--- src/rtl/core_mmio_initiator.sv ---
// core_mmio_initiator: core-side MMIO bus initiator. Accepts one load/store
// from the LSU, checks range/alignment/store size, performs a req/gnt
// transfer with a grant timeout, and returns one size-extended response.
//
// Ports:
//   g_clk, g_resetn           clock, synchronous active-low reset
//   lsu_valid/lsu_ready       access handshake (ready only in IDLE)
//   lsu_wen/addr/wdata/size   access description
//   lsu_unsigned, lsu_prv     load extension mode, privilege
//   flush                     discard the in-flight access
//   rsp_valid/rsp_ready       response handshake
//   rsp_rdata, rsp_error      extended load data, access fault
//   mmio_req/wen/addr/wdata/prv  registered bus request
//   mmio_gnt/rdata/error      bus grant and registered response
module core_mmio_initiator #(
  parameter logic [38:0] MMIO_BASE   = 39'd0,
  parameter logic [38:0] MMIO_SIZE   = 39'd4096,
  parameter int unsigned GNT_TIMEOUT = 16
) (
  input  logic        g_clk,
  input  logic        g_resetn,
  input  logic        lsu_valid,
  output logic        lsu_ready,
  input  logic        lsu_wen,
  input  logic [38:0] lsu_addr,
  input  logic [63:0] lsu_wdata,
  input  logic [1:0]  lsu_size,
  input  logic        lsu_unsigned,
  input  logic [1:0]  lsu_prv,
  input  logic        flush,
  output logic        rsp_valid,
  input  logic        rsp_ready,
  output logic [63:0] rsp_rdata,
  output logic        rsp_error,
  output logic        mmio_req,
  output logic        mmio_wen,
  output logic [38:0] mmio_addr,
  output logic [63:0] mmio_wdata,
  output logic [1:0]  mmio_prv,
  input  logic        mmio_gnt,
  input  logic [63:0] mmio_rdata,
  input  logic        mmio_error
);

  localparam int unsigned AW = 39;
  localparam int unsigned DW = 64;
  localparam int unsigned CW = $clog2(GNT_TIMEOUT + 1);

  typedef enum logic [1:0] {S_IDLE, S_REQ, S_RSP, S_HOLD} state_t;

  state_t          state_q, state_d;
  logic [CW-1:0]   cnt_q, cnt_d;
  logic [2:0]      off_q, off_d;
  logic [1:0]      size_q, size_d;
  logic            uns_q, uns_d;
  logic            wen_q, wen_d;
  logic            discard_q, discard_d;
  logic            lsu_ready_q, lsu_ready_d;
  logic            rsp_valid_q, rsp_valid_d;
  logic            rsp_error_q, rsp_error_d;
  logic [DW-1:0]   rsp_rdata_q, rsp_rdata_d;
  logic            mmio_req_q, mmio_req_d;
  logic            mmio_wen_q, mmio_wen_d;
  logic [AW-1:0]   mmio_addr_q, mmio_addr_d;
  logic [DW-1:0]   mmio_wdata_q, mmio_wdata_d;
  logic [1:0]      mmio_prv_q, mmio_prv_d;

  // Access check on the presented request (one extra bit avoids wrap at the window top)
  logic [AW:0] addr_ext_c, lo_ext_c, hi_ext_c;
  logic        misalign_c, fault_c;

  assign addr_ext_c = {1'b0, lsu_addr};
  assign lo_ext_c   = {1'b0, MMIO_BASE};
  assign hi_ext_c   = lo_ext_c + {1'b0, MMIO_SIZE};

  always_comb begin
    misalign_c = 1'b0;
    case (lsu_size)
      2'd0:    misalign_c = 1'b0;
      2'd1:    misalign_c = lsu_addr[0];
      2'd2:    misalign_c = |lsu_addr[1:0];
      default: misalign_c = |lsu_addr[2:0];
    endcase
  end

  assign fault_c = (addr_ext_c < lo_ext_c) || (addr_ext_c >= hi_ext_c) || misalign_c ||
                   (lsu_wen && (lsu_size != 2'd3));

  // Load data alignment and extension from the bus doubleword
  logic [DW-1:0] shifted_c, load_ext_c;
  assign shifted_c = mmio_rdata >> {off_q, 3'b000};

  always_comb begin
    load_ext_c = shifted_c;
    case (size_q)
      2'd0:    load_ext_c = {{56{~uns_q & shifted_c[7]}},  shifted_c[7:0]};
      2'd1:    load_ext_c = {{48{~uns_q & shifted_c[15]}}, shifted_c[15:0]};
      2'd2:    load_ext_c = {{32{~uns_q & shifted_c[31]}}, shifted_c[31:0]};
      default: load_ext_c = shifted_c;
    endcase
  end

  // Next-state and registered-output logic
  always_comb begin
    state_d      = state_q;
    cnt_d        = cnt_q;
    off_d        = off_q;
    size_d       = size_q;
    uns_d        = uns_q;
    wen_d        = wen_q;
    discard_d    = discard_q;
    lsu_ready_d  = lsu_ready_q;
    rsp_valid_d  = rsp_valid_q;
    rsp_error_d  = rsp_error_q;
    rsp_rdata_d  = rsp_rdata_q;
    mmio_req_d   = mmio_req_q;
    mmio_wen_d   = mmio_wen_q;
    mmio_addr_d  = mmio_addr_q;
    mmio_wdata_d = mmio_wdata_q;
    mmio_prv_d   = mmio_prv_q;

    case (state_q)
      S_IDLE: begin
        // flush in IDLE blocks acceptance for that cycle
        if (lsu_valid && !flush) begin
          off_d       = lsu_addr[2:0];
          size_d      = lsu_size;
          uns_d       = lsu_unsigned;
          wen_d       = lsu_wen;
          discard_d   = 1'b0;
          lsu_ready_d = 1'b0;
          if (fault_c) begin
            state_d     = S_HOLD;
            rsp_valid_d = 1'b1;
            rsp_error_d = 1'b1;
            rsp_rdata_d = '0;
          end else begin
            state_d      = S_REQ;
            cnt_d        = '0;
            mmio_req_d   = 1'b1;
            mmio_wen_d   = lsu_wen;
            mmio_addr_d  = {lsu_addr[AW-1:3], 3'b000};
            mmio_wdata_d = lsu_wdata;
            mmio_prv_d   = lsu_prv;
          end
        end
      end
      S_REQ: begin
        // A grant wins over flush so an accepted transfer is never torn
        if (mmio_gnt) begin
          state_d   = S_RSP;
          discard_d = flush;
        end else if (flush) begin
          state_d     = S_IDLE;
          lsu_ready_d = 1'b1;
        end else if (cnt_q == CW'(GNT_TIMEOUT - 1)) begin
          state_d     = S_HOLD;
          rsp_valid_d = 1'b1;
          rsp_error_d = 1'b1;
          rsp_rdata_d = '0;
        end else begin
          cnt_d = cnt_q + CW'(1);
        end
      end
      S_RSP: begin
        if (discard_q || flush) begin
          state_d     = S_IDLE;
          lsu_ready_d = 1'b1;
        end else begin
          state_d     = S_HOLD;
          rsp_valid_d = 1'b1;
          rsp_error_d = mmio_error;
          rsp_rdata_d = (mmio_error || wen_q) ? '0 : load_ext_c;
        end
      end
      default: begin
        if (rsp_ready || flush) begin
          state_d     = S_IDLE;
          lsu_ready_d = 1'b1;
          rsp_valid_d = 1'b0;
          rsp_error_d = 1'b0;
          rsp_rdata_d = '0;
        end
      end
    endcase

    // Bus outputs are only non-zero while requesting
    if (state_d != S_REQ) begin
      mmio_req_d   = 1'b0;
      mmio_wen_d   = 1'b0;
      mmio_addr_d  = '0;
      mmio_wdata_d = '0;
      mmio_prv_d   = '0;
    end
  end

  // State and output registers
  always_ff @(posedge g_clk) begin
    if (!g_resetn) begin
      state_q      <= S_IDLE;
      cnt_q        <= '0;
      off_q        <= '0;
      size_q       <= '0;
      uns_q        <= 1'b0;
      wen_q        <= 1'b0;
      discard_q    <= 1'b0;
      lsu_ready_q  <= 1'b1;
      rsp_valid_q  <= 1'b0;
      rsp_error_q  <= 1'b0;
      rsp_rdata_q  <= '0;
      mmio_req_q   <= 1'b0;
      mmio_wen_q   <= 1'b0;
      mmio_addr_q  <= '0;
      mmio_wdata_q <= '0;
      mmio_prv_q   <= '0;
    end else begin
      state_q      <= state_d;
      cnt_q        <= cnt_d;
      off_q        <= off_d;
      size_q       <= size_d;
      uns_q        <= uns_d;
      wen_q        <= wen_d;
      discard_q    <= discard_d;
      lsu_ready_q  <= lsu_ready_d;
      rsp_valid_q  <= rsp_valid_d;
      rsp_error_q  <= rsp_error_d;
      rsp_rdata_q  <= rsp_rdata_d;
      mmio_req_q   <= mmio_req_d;
      mmio_wen_q   <= mmio_wen_d;
      mmio_addr_q  <= mmio_addr_d;
      mmio_wdata_q <= mmio_wdata_d;
      mmio_prv_q   <= mmio_prv_d;
    end
  end

  assign lsu_ready  = lsu_ready_q;
  assign rsp_valid  = rsp_valid_q;
  assign rsp_error  = rsp_error_q;
  assign rsp_rdata  = rsp_rdata_q;
  assign mmio_req   = mmio_req_q;
  assign mmio_wen   = mmio_wen_q;
  assign mmio_addr  = mmio_addr_q;
  assign mmio_wdata = mmio_wdata_q;
  assign mmio_prv   = mmio_prv_q;

endmodule

--- config.mk ---
export PLATFORM = sky130hd
export DESIGN_NAME = core_mmio_initiator
export DESIGN_NICKNAME = d
export VERILOG_FILES = /design/src/rtl/core_mmio_initiator.sv
export SDC_FILE = /design/constraint.sdc
export NUM_CORES = 1
export LEC_CHECK = 0
export CAP_MARGIN = 30
export CORE_MARGIN = 3
export CORE_UTILIZATION = 43
export CTS_CLUSTER_SIZE = 8
export DETAILED_ROUTE_END_ITERATION = 10
export GPL_TIMING_DRIVEN = 1
export PLACE_DENSITY = 0.8
export SLEW_MARGIN = 0
export SYNTH_ARGS = -nofsm -noshare
export SYNTH_HDL_FRONTEND = slang
export SYNTH_SLANG_ARGS = --single-unit
--- constraint.sdc ---
create_clock -name g_clk -period 3.3 [get_ports g_clk]
set_clock_uncertainty 0.05 [all_clocks]
set_input_delay 0.99 -clock g_clk [delete_from_list [all_inputs] [get_ports g_clk]]
set_output_delay 0.99 -clock g_clk [all_outputs]
set_load 0.02 [all_outputs]
==> out/results.txt <==
Mux cell area share after synthesis: 0.0982
Drc violations: 0
Critical Path Start Type: primary input
Most frequent cells in the layout: clkdlybuf4s50_1 (350), nand2_1 (184), dfxtp_1 (183)
Max-Cap Viols: 0
Main combinational cell family by area after synthesis: compound AO/OA/AOI/OAI gates
Slew @ Worst Pin: 870 ps
Worst-Skew Late Latency: 430 ps
Final Routed Wirelength: 31400 um
Post-Synth Adder-Cell Area: 0.00294
Pleak: 4.42 nW
Fin. Hold Viols: 0
Core Area: 19100 um^2
Layout area overhead: 52.7%
Layout cells sized above 1: 0.0987
Mean Syn Cell Area: 8.45 um^2
Syn Inst Count: 1007
Status: completed
Diode count: 0
Post-route total power: 5.27 mW
Starting Density: 0.446
CP arrival: 3440 ps
Register clock-pin slew on the reported worst setup and hold paths: 70 ps
Largest cells by area after synthesis: dfxtp_1 (44%), mux2i_1 (8.2%), nand2_1 (8.2%), a21oi_1 (6.7%), o2bb2ai_1 (3.3%)
Initial antenna violation count: 2
Die span in y: 147 um
CTS tree: done
Clock Sinks: 186
Synth Area in Simple Gates: 0.175
Global router's overall resource usage: 0.279
DR vias: 8610
Yosys cell types: 60
HPWL after DPL: 23900 um
Die width: 147 um
Max Slew Vio Count: 0
Setup WS pre-CTS: -284 ps
Max Fclk: 0.319 GHz
Post-layout nets: 1516
Synth top area share: 0.438
Mapped Area: 8510 um^2
Grt ovf: 0
Max-Slew Margin vs Limit: 0.415
Final period util: 0.951
DRT antenna net count: 0
VDD IR max: 0.000341 V
CTS max path bufs: 2
Starting DRT DRC Count: 543
I/O Buffers: 350
Vias in the first global route: 8358
DR WL/cell: 19.5 um
Critical path peak fanout: 23
# rows: 50
WP data required: 3600 ps
Largest net degree at the start of global routing: 58
Warnings from Yosys: 0
XOR/XNOR Fraction of Synth Area: 0
Root Buffer: clkbuf_16
Number of synthesized flops with an enable pin: 0
Final RePlAce weighted congestion: 0.920
CTS buffer count: 17
Post-CTS Setup Repair Bufs: 0
Most common cell after layout, fill and taps aside: clkdlybuf4s50_1
Placed Cells: 1575
Routed vias/inst: 5.36
RSZ-0062 raised after global routing: false
Synth Area in Compound Gates: 0.234
I/O Pins: 354
Classification of the worst setup path: in -> reg
CTS resizes: 0
Async set-reset flop share out of synthesis: 0
Die ar.: 21500 um^2
FF+latch count, synth: 186
Finished Layout Cells: 1607
First-pass GRT wire length: 47900 um
H-tree level count: 4
HP Class: reg -> reg
Seq/Total Area, Yosys: 0.438
Final setup fails: 0
DR pass1 iterations: 5
Yosys top cell by area: dfxtp_1
Critical path capture point type: register
Final Core Density: 0.681
Pwr dens: 406 nW/um^2
Most common flop cell mapped by yosys: dfxtp_1
Setup slack after layout: 161 ps
# hold bufs at CTS: 0
Minimum clock period: 3140 ps
-- metrics by stage --
step / setup TNS [ps] / area, um^2 / hold slack [ps]
after floorplan: 0 / 8520 / 382
after global placement: -15870 / 12400 / 392
after detailed placement: -24430 / 12400 / 393
after CTS: 0 / 13000 / 405
after global routing: 0 / 13000 / 421
final: 0 / 13000 / 405
-- synth_stat cells, types with 7 or more instances --
master and instances:
buf_2 17, nand3_1 11, a21oi_1 114, clkbuf_1 49
o22ai_1 8, and2_1 30, buf_1 11, nand2_1 185
o2bb2ai_1 32, mux2i_1 70, a22o_1 23, mux2_2 12
inv_1 11, or4_1 7, a211o_1 7, o21ai_0 44
a21oi_2 31, nor2b_1 11, nor2_1 65, dfxtp_1 186
o31ai_1 10, nor3_1 9, a211oi_1 7
-- path summary, 6_finish.rpt --
check / from / to / slack, ps / cells after the start
setup reg to reg: off_q[1]$_SDFFE_PN0P_ / rsp_rdata[16]$_SDFFE_PN0P_ / 380 / 7
hold reg to reg: mmio_addr[5]$_SDFFE_PP0P_ / mmio_addr[5]$_SDFFE_PP0P_ / 410 / 2
hold / removal: mmio_addr[5]$_SDFFE_PP0P_ / mmio_addr[5]$_SDFFE_PP0P_ / 410 / 2
setup / recovery: lsu_addr[35] / mmio_wdata[32]$_SDFFE_PP0P_ / 160 / 8
-- worst max-delay path: stages --
cell and delay [ps]:
clkdlybuf4s50_1 440, or4_1 530, a2111o_1 440, nor2_2 180
a21oi_2 90, or3_4 380, buf_4 230, a21oi_1 170
-- layer usage --
metal	vias to the layer above	part of all wire	routed length, um	track usage
met5	-	0.00076	24	0
met4	4	0.027	835	0.0847
met3	50	0.095	2990	0.0940
met2	411	0.49	15400	0.476
met1	3972	0.39	12200	0.333
li1	4173	-	-	-
-- logic make-up after synthesis --
| kind of cell | after synthesis |
|---|---|
| other cells | 1 |
| mux | 82 |
| flops | 186 |
| buf+inv | 99 |
| compound gates | 298 |
| fa+ha+maj | 2 |
| simple gates | 339 |
-- state kept, by name, summed over array words and instances (netlist names), 2 cells and up --
signal	cells
mmio_wdata	64
state_q	2
cnt_q	5
mmio_prv	2
mmio_addr	36
rsp_rdata	64
off_q	3
size_q	2
-- layout make-up --
cell class | count | area (um^2)
fillers | 1542 | 6090
clock buffers | 17 | 425
well taps | 260 | 325
inverters | 14 | 52.6
clock inverters | 15 | 173
repair buffers | 391 | 3910
multi-input cells | 724 | 4380
flip-flops and latches | 186 | 3730
-- power breakdown --
part | internal [mW] | switching [mW]
clock network | 1.09 | 1.00
registers | 2.28 | 0.0389
logic | 0.427 | 0.437
total | 3.79 | 1.48
Note: power is estimated with default switching activity, not from simulation.
